### config.mk
export PLATFORM = sky130hd
export DESIGN_NAME = wand_arb_tx
export DESIGN_NICKNAME = d
export VERILOG_FILES = /design/src/rtl/wand_bus_pkg.sv /design/src/rtl/wand_bit_timer.sv /design/src/rtl/wand_arb_tx.sv
export SDC_FILE = /design/constraint.sdc
export NUM_CORES = 1
export LEC_CHECK = 0
export ABC_AREA = 1
export ABC_CLOCK_PERIOD_IN_PS = 2400
export CORE_ASPECT_RATIO = 0.75
export CORE_UTILIZATION = 40
export DETAILED_ROUTE_END_ITERATION = 16
export HOLD_SLACK_MARGIN = 0.03
export SYNTH_ARGS = -nofsm -noshare
export SYNTH_HDL_FRONTEND = slang
export SYNTH_SLANG_ARGS = --single-unit
### constraint.sdc
create_clock -name clk -period 2.4 [get_ports clk]
set_clock_uncertainty 0.2 [all_clocks]
set_input_delay 0.36 -clock clk [delete_from_list [all_inputs] [get_ports clk]]
set_output_delay 0.36 -clock clk [all_outputs]
set_load 0.05 [all_outputs]
### src/rtl/wand_bus_pkg.sv
// Shared types and constants for the wired-AND
// arbitrating transmitter.
package wand_bus_pkg;

  typedef enum logic [1:0] {
    IDLE,
    START,
    DATA,
    STOP
  } state_t;

  localparam logic START_LEVEL = 1'b0;
  localparam logic STOP_LEVEL  = 1'b1;

  localparam int DEF_DATA_W     = 8;
  localparam int DEF_BIT_CYCLES = 4;

endpackage

### src/rtl/wand_bit_timer.sv
// Bit-period timer: counts 0..BIT_CYCLES-1 while run
// is high and flags the last cycle of each period.
module wand_bit_timer #(
  parameter int BIT_CYCLES = 4
) (
  input  logic clk,
  input  logic rst,
  input  logic run,
  output logic bit_end
);

  localparam int CW =
    (BIT_CYCLES > 2) ? $clog2(BIT_CYCLES) : 1;
  localparam logic [CW-1:0] LAST = CW'(BIT_CYCLES - 1);

  logic [CW-1:0] r_cnt;
  logic          w_last;

  assign w_last  = (r_cnt == LAST);
  assign bit_end = run && w_last;

  // Cycle counter, wraps per bit, held at zero when idle
  always_ff @(posedge clk) begin
    if (rst || !run) begin
      r_cnt <= '0;
    end else if (w_last) begin
      r_cnt <= '0;
    end else begin
      r_cnt <= r_cnt + CW'(1);
    end
  end

endmodule

### src/rtl/wand_arb_tx.sv
// Open-drain transmitter with bitwise arbitration on a
// wired-AND line; withdraws on a dominant-over-recessive read.
module wand_arb_tx
  import wand_bus_pkg::*;
#(
  parameter int DATA_W     = DEF_DATA_W,
  parameter int BIT_CYCLES = DEF_BIT_CYCLES
) (
  input  logic              clk,
  input  logic              rst,
  input  logic              start,
  input  logic [DATA_W-1:0] data,
  input  logic              line_in,
  output logic              drive_low,
  output logic              busy,
  output logic              done,
  output logic              lost
);

  localparam int BW =
    (DATA_W > 1) ? $clog2(DATA_W) : 1;
  localparam logic [BW-1:0] LAST_BIT = BW'(DATA_W - 1);

  state_t            r_state;
  state_t            w_state_nxt;
  logic [DATA_W-1:0] r_shift;
  logic [BW-1:0]     r_bit_cnt;
  logic              r_done;
  logic              r_lost;

  logic w_run;
  logic w_bit_end;
  logic w_tx_bit;
  logic w_accept;
  logic w_lose;
  logic w_shift;
  logic w_fin;

  assign w_run    = (r_state != IDLE);
  assign w_accept = (r_state == IDLE) && start && line_in;
  // Only a recessive bit can be overridden by another node
  assign w_lose   = w_bit_end && w_tx_bit && !line_in;

  assign done = r_done;
  assign lost = r_lost;

  wand_bit_timer #(
    .BIT_CYCLES(BIT_CYCLES)
  ) u_timer (
    .clk    (clk),
    .rst    (rst),
    .run    (w_run),
    .bit_end(w_bit_end)
  );

  // Level this node is presenting for the current bit
  always_comb begin
    w_tx_bit = STOP_LEVEL;
    case (r_state)
      START:   w_tx_bit = START_LEVEL;
      DATA:    w_tx_bit = r_shift[DATA_W-1];
      STOP:    w_tx_bit = STOP_LEVEL;
      default: w_tx_bit = STOP_LEVEL;
    endcase
  end

  // Frame sequencing and open-drain outputs
  always_comb begin
    w_state_nxt = r_state;
    w_shift     = 1'b0;
    w_fin       = 1'b0;
    busy        = w_run;
    drive_low   = w_run && !w_tx_bit;
    case (r_state)
      IDLE: begin
        if (w_accept) w_state_nxt = START;
      end
      START: begin
        if (w_lose) begin
          w_state_nxt = IDLE;
        end else if (w_bit_end) begin
          w_state_nxt = DATA;
        end
      end
      DATA: begin
        if (w_lose) begin
          w_state_nxt = IDLE;
        end else if (w_bit_end) begin
          w_shift = 1'b1;
          if (r_bit_cnt == LAST_BIT) begin
            w_state_nxt = STOP;
          end
        end
      end
      STOP: begin
        if (w_lose) begin
          w_state_nxt = IDLE;
        end else if (w_bit_end) begin
          w_state_nxt = IDLE;
          w_fin       = 1'b1;
        end
      end
      default: w_state_nxt = IDLE;
    endcase
  end

  // State register
  always_ff @(posedge clk) begin
    if (rst) begin
      r_state <= IDLE;
    end else begin
      r_state <= w_state_nxt;
    end
  end

  // Payload shifter and data-bit counter; hold while idle
  always_ff @(posedge clk) begin
    if (rst) begin
      r_shift   <= '0;
      r_bit_cnt <= '0;
    end else if (w_accept) begin
      r_shift   <= data;
      r_bit_cnt <= '0;
    end else if (w_shift) begin
      r_shift <= r_shift << 1;
      if (r_bit_cnt == LAST_BIT) begin
        r_bit_cnt <= '0;
      end else begin
        r_bit_cnt <= r_bit_cnt + BW'(1);
      end
    end
  end

  // One-cycle completion and withdrawal pulses
  always_ff @(posedge clk) begin
    if (rst) begin
      r_done <= 1'b0;
      r_lost <= 1'b0;
    end else begin
      r_done <= w_fin;
      r_lost <= w_lose;
    end
  end

endmodule

## After elaboration in Yosys (flattened, before gate mapping)

Index checks and enable logic that the tools add are counted.

| word-level totals | value |
|---|---|
| word-level logic and storage cells | 52 |
| register bits | 17 |
| output and inout bits | 4 |
| input port bits | 12 |

| operators by class | value |
|---|---|
| add/subtract/negate cells | 2 |
| muxes and demuxes | 16 |
| equality and inequality tests | 10 |
| bitwise logic cells | 1 |
| reductions and logical operators | 17 |

Operator list:

| cell | count |
|---|---|
| $mux W2 | 8 |
| $mux W8 | 2 |
| $ne A3 B3 Y1 const B | 4 |
| $pmux W2 S4 | 1 |
| $eq A2 B2 Y1 const B | 3 |
| $logic_and A1 B1 Y1 | 6 |
| $reduce_or A2 Y1 | 3 |
| $reduce_and A5 Y1 | 1 |
| $reduce_bool A2 Y1 | 2 |
| $add A3 B1 Y3 const B | 1 |
| $eq A3 B3 Y1 const B | 1 |
| $logic_not A1 Y1 | 3 |
| $mux W1 | 3 |
| $mux W3 | 1 |
| $add A2 B1 Y2 const B | 1 |
| $eq A2 B1 Y1 const B | 1 |
| $logic_not A2 Y1 | 1 |
| $ne A2 B2 Y1 const B | 1 |
| $pmux W1 S2 | 1 |
| $logic_or A1 B1 Y1 | 1 |
| $not A1 Y1 | 1 |

## Longest topological paths before layout

| depth | value |
|---|---|
| word-level depth | 8 |
| mapped depth | 9 |
| gate-level depth less buffers | 9 |

## By module

From an unflattened synthesis, not the netlist that was laid out.

| second synthesis, totals | value |
|---|---|
| cells, all modules | 135 |
| area, all modules | 900.9 um2 |

By module, submodules not included:

| module | cells each | sequential area each (um2) | area each (um2) | times used |
|---|---|---|---|---|
| wand_arb_tx | 124 | 300.3 | 812.0 | 1 |
| wand_bit_timer | 11 | 40.0 | 88.8 | 1 |

## Worst setup path before layout

OpenSTA, ideal clock, no wires.

| path | value |
|---|---|
| kind | register to output |
| start | reg r_state[1] |
| end | out drive_low |
| slack | 0.644 ns |
| path buffers | 0 |
| stages on the path, launching flop included | 5 |
| data required time | 1.840 ns |
| arrival time | 1.196 ns |
| cells stage by stage | dfxtp_1 nor2_4 inv_2 nand3_2 inv_1 |

| on the way | value |
|---|---|
| elaborated cells between the ends (all ways) | 6 |
| those cells by class | eq/ne: 2; mux: 1; reduce/logical: 3 |

RTL lines:

| element | line | RTL |
|---|---|---|
| start: declaration | wand_arb_tx.sv:24 | `state_t r_state;` |
| start signal: assignment | wand_arb_tx.sv:112 | `r_state <= w_state_nxt;` |
| $reduce_bool A2 Y1 | wand_arb_tx.sv:39 | `assign w_run = (r_state != IDLE);` |
| net busy | wand_arb_tx.sv:15 | `output logic busy,` |
| $logic_and A1 B1 Y1 | wand_arb_tx.sv:73 | `drive_low = w_run && !w_tx_bit;` |
| end: declaration | wand_arb_tx.sv:14 | `output logic drive_low,` |

The timed path passes the listed nets, and every way through them passes these cells.

## Worst setup path after layout

| path | value |
|---|---|
| start | reg r_lost, in the netlist lost |
| end | out lost |

RTL lines:

| element | line | RTL |
|---|---|---|
| start: declaration | wand_arb_tx.sv:29 | `logic r_lost;` |
| start signal: assignment | wand_arb_tx.sv:141 | `r_lost <= w_lose;` |
| end: declaration | wand_arb_tx.sv:17 | `output logic lost` |

No word-level cell between the ends.

==> summary.md <==
| Metric | Value |
|---|---|
| Status | finished, violations left |
| Failing checks | DRC |
| Antenna violations before repair | 0 |
| Worst setup SP type | flip-flop |
| Most frequent cells in the layout | nand2_1 (39), dfxtp_1 (17), clkdlybuf4s50_1 (13) |
| Largest net degree at the start of global routing | 20 |
| LEAKAGE | 0.000489 uW |
| Ys Warns | 0 |
| HPWL after DPL | 1270 microns |
| Final period util | 81.3% |
| GP Congestion | 0.834 |
| Via Count | 781 |
| Clk pin slew, worst setup/hold paths | 90 ps |
| Routed WL per cell | 10.3 microns |
| Antenna-violating nets left | 0 |
| Number of fill cells in the layout | 204 |
| Critical Path AT | 1390 ps |
| # hold bufs at CTS | 0 |
| Tmin final | 1950 ps |
| Crit Path Class | flip-flop to primary output |
| Clk buf depth | 2 |
| Gr ovfl total | 0 |
| Initial Utilization | 43.6% |
| Multi-input logic area | 485 sq um |
| Hold path start | u_timer.r_cnt[0]$_SDFF_PP0_ |
| Share of cells above drive strength 1 | 19.0% |
| Setup Viol. Count Final | 0 |
| Max_slew headroom | 66.6% |
| R2R setup slack | 800 ps |
| H-tree lvl count | 1 |
| 1st-iter DRT viols | 24 |
| Peak supply drop | 308 uV |
| Port Buf Inserts | 15 |
| Worst-Margin Slew | 500 ps |
| Final setup margin | 449 ps |
| WL final | 1660 microns |
| First-pass GRT wire length | 2820 microns |
| Pre-Repair DR Iteration Count | 10 |
| Avg Inst Size Synth | 7.58 sq um |
| Crit path capture type | primary output |
| Pre-CTS WS | 367 ps |
| Clock latency on the worst-skew pair | 290 ps |
| F_max | 0.512 GHz |
| Clock tree from TritonCTS | done |
| Sequential area share after synthesis | 37.7% |
| Antenna Diode Count | 0 |
| Die width | 56.8 microns |
| Slew Limit Fails | 0 |
| CTS buffer count | 3 |
| Worst path cell trace | clkdlybuf4s50_1 |
| Reg2reg end | r_state[0]$_SDFFE_PP0P_ |
| Max cap viols | 0 |
| Final Hold Viols | 0 |
| Distinct cells, synth | 23 |
| Critical path's largest stage delay | 790 ps |
| Num ports | 16 |
| Layout Area Growth over Synthesis | 22.1% |
| Post-synth ARST share | 0% |
| Critical path fanouts, max | 1 |
| Vias per inst | 4.85 |
| Crit Reg-Reg Startpoint | u_timer.r_cnt[0]$_SDFF_PP0_ |
| Data required time at the worst endpoint | 1840 ps |
| TNS Setup | 0 ps |
| Site row count | 14 |
| Vias in the first global route | 654 |
| CP max stage cell | clkdlybuf4s50_1 |
| CP bufs+invs | 1 |
| Clock root buffer | clkbuf_4 |
| Seq cells post-synth | 17 |
| Path depth of the worst reg2reg path | 9 |
| Core ar. | 2070 sq um |
| Hold Crit Depth | 1 |
| Critical path's top delay family | buffers and inverters |
| Commonest non-fill, non-tap cell in the layout | nand2_1 |
| RSZ-0062 raised after global routing | false |
| HP Class | flip-flop to flip-flop |
| Pwr/cell area | 520 nW/um^2 |
| Final Power | 573 uW |
| # DRC | 4 |
| Number of flops mapped to enable cells by yosys | 0 |
| Die height | 43.1 microns |
| Hold Path End | u_timer.r_cnt[0]$_SDFF_PP0_ |
| Nets | 153 |
| Primary FF master, synth | dfxtp_1 |
| Gr usage total | 15.6% |
| FF+latch area | 340 sq um |
| Syn Nets | 134 |
| Die area | 2450 sq um |
| Mapped Area | 902 sq um |
| Synth Instances | 119 |
| Number of clock sinks | 17 |
-- Yosys cell counts, types with 2 or more instances --
cell type   n  area share [%]
nand3_2     2             2.2
dfxtp_1    17              38
ha_1        3             4.2
inv_1      11             4.6
nand2_2     5             3.5
a21oi_1     5             2.8
a21oi_2     6             5.8
nand2_1    39              16
nand3_1    12             6.7
nor2_1      6             2.5
-- metal layers --
metal  track usage (%)  up-vias  routed length, microns
li1                  -      421                       -
met1              20.1      344                     843
met2              23.8       14                     715
met3              6.71        2                      90
met4              4.39        0                      10
met5                 0        -                       0
-- area by class of cell --
| type | count | share of cell area, % |
|---|---|---|
| clock buffers | 4 | 2.39 |
| inverters | 13 | 4.89 |
| multi-input cells | 86 | 44.1 |
| flip-flops and latches | 17 | 30.9 |
| well taps | 24 | 2.73 |
| repair buffers | 17 | 15.0 |
-- how the worst max path moves through the flow --
stage,to,slack (ps),cells after the start,start
global placement,r_bit_cnt[0]$_SDFFE_PP0P_,380,6,line_in
detailed placement,r_shift[1]$_SDFFE_PP0P_,370,5,line_in
finish,lost,450,1,lost$_SDFF_PP0_
CTS,busy,60,3,r_state[1]$_SDFFE_PP0P_
floorplan,drive_low,640,4,r_state[1]$_SDFFE_PP0P_
global route,busy,380,3,r_state[1]$_SDFFE_PP0P_
-- power by group --
group / internal [uW] / switching, uW
clock network: 64.6 / 86.6
logic: 47.0 / 75.4
registers: 290 / 8.53
total: 402 / 170
-- cell families after synthesis --
kind of cell	count (synthesis)	share of synthesized area (%)
flip-flops	17	37.7
AO/OA/AOI/OAI	15	12.9
AND/OR/NAND/NOR	68	36.8
adder cells (fa/ha/maj)	3	4.16
buffers and inverters	16	8.46
-- through the flow --
| step | util, % | cells | hold WS, ps | area, sq um |
|---|---|---|---|---|
| 2_1_floorplan | - | 119 | 199 | 902 |
| 3_3_place_gp | 51.9 | 157 | 207 | 1070 |
| 3_5_place_dp | 51.9 | 157 | 227 | 1070 |
| 4_1_cts | 53.1 | 161 | 241 | 1100 |
| 5_1_grt | 53.3 | 161 | 258 | 1100 |
| 6_report | 53.3 | 161 | 229 | 1100 |
-- repair_timing --
action / in CTS / in global routing
setup endpoints to repair: 0 / 1
gates resized for setup: 0 / 1
setup buffers: 0 / 0
-- sequential cells by signal, summed over array words and instances (netlist names) --
signal         cells
r_bit_cnt          3
r_shift            8
r_state            2
done               1
u_timer.r_cnt      2
lost               1
Note: power is estimated with default switching activity, not from simulation.
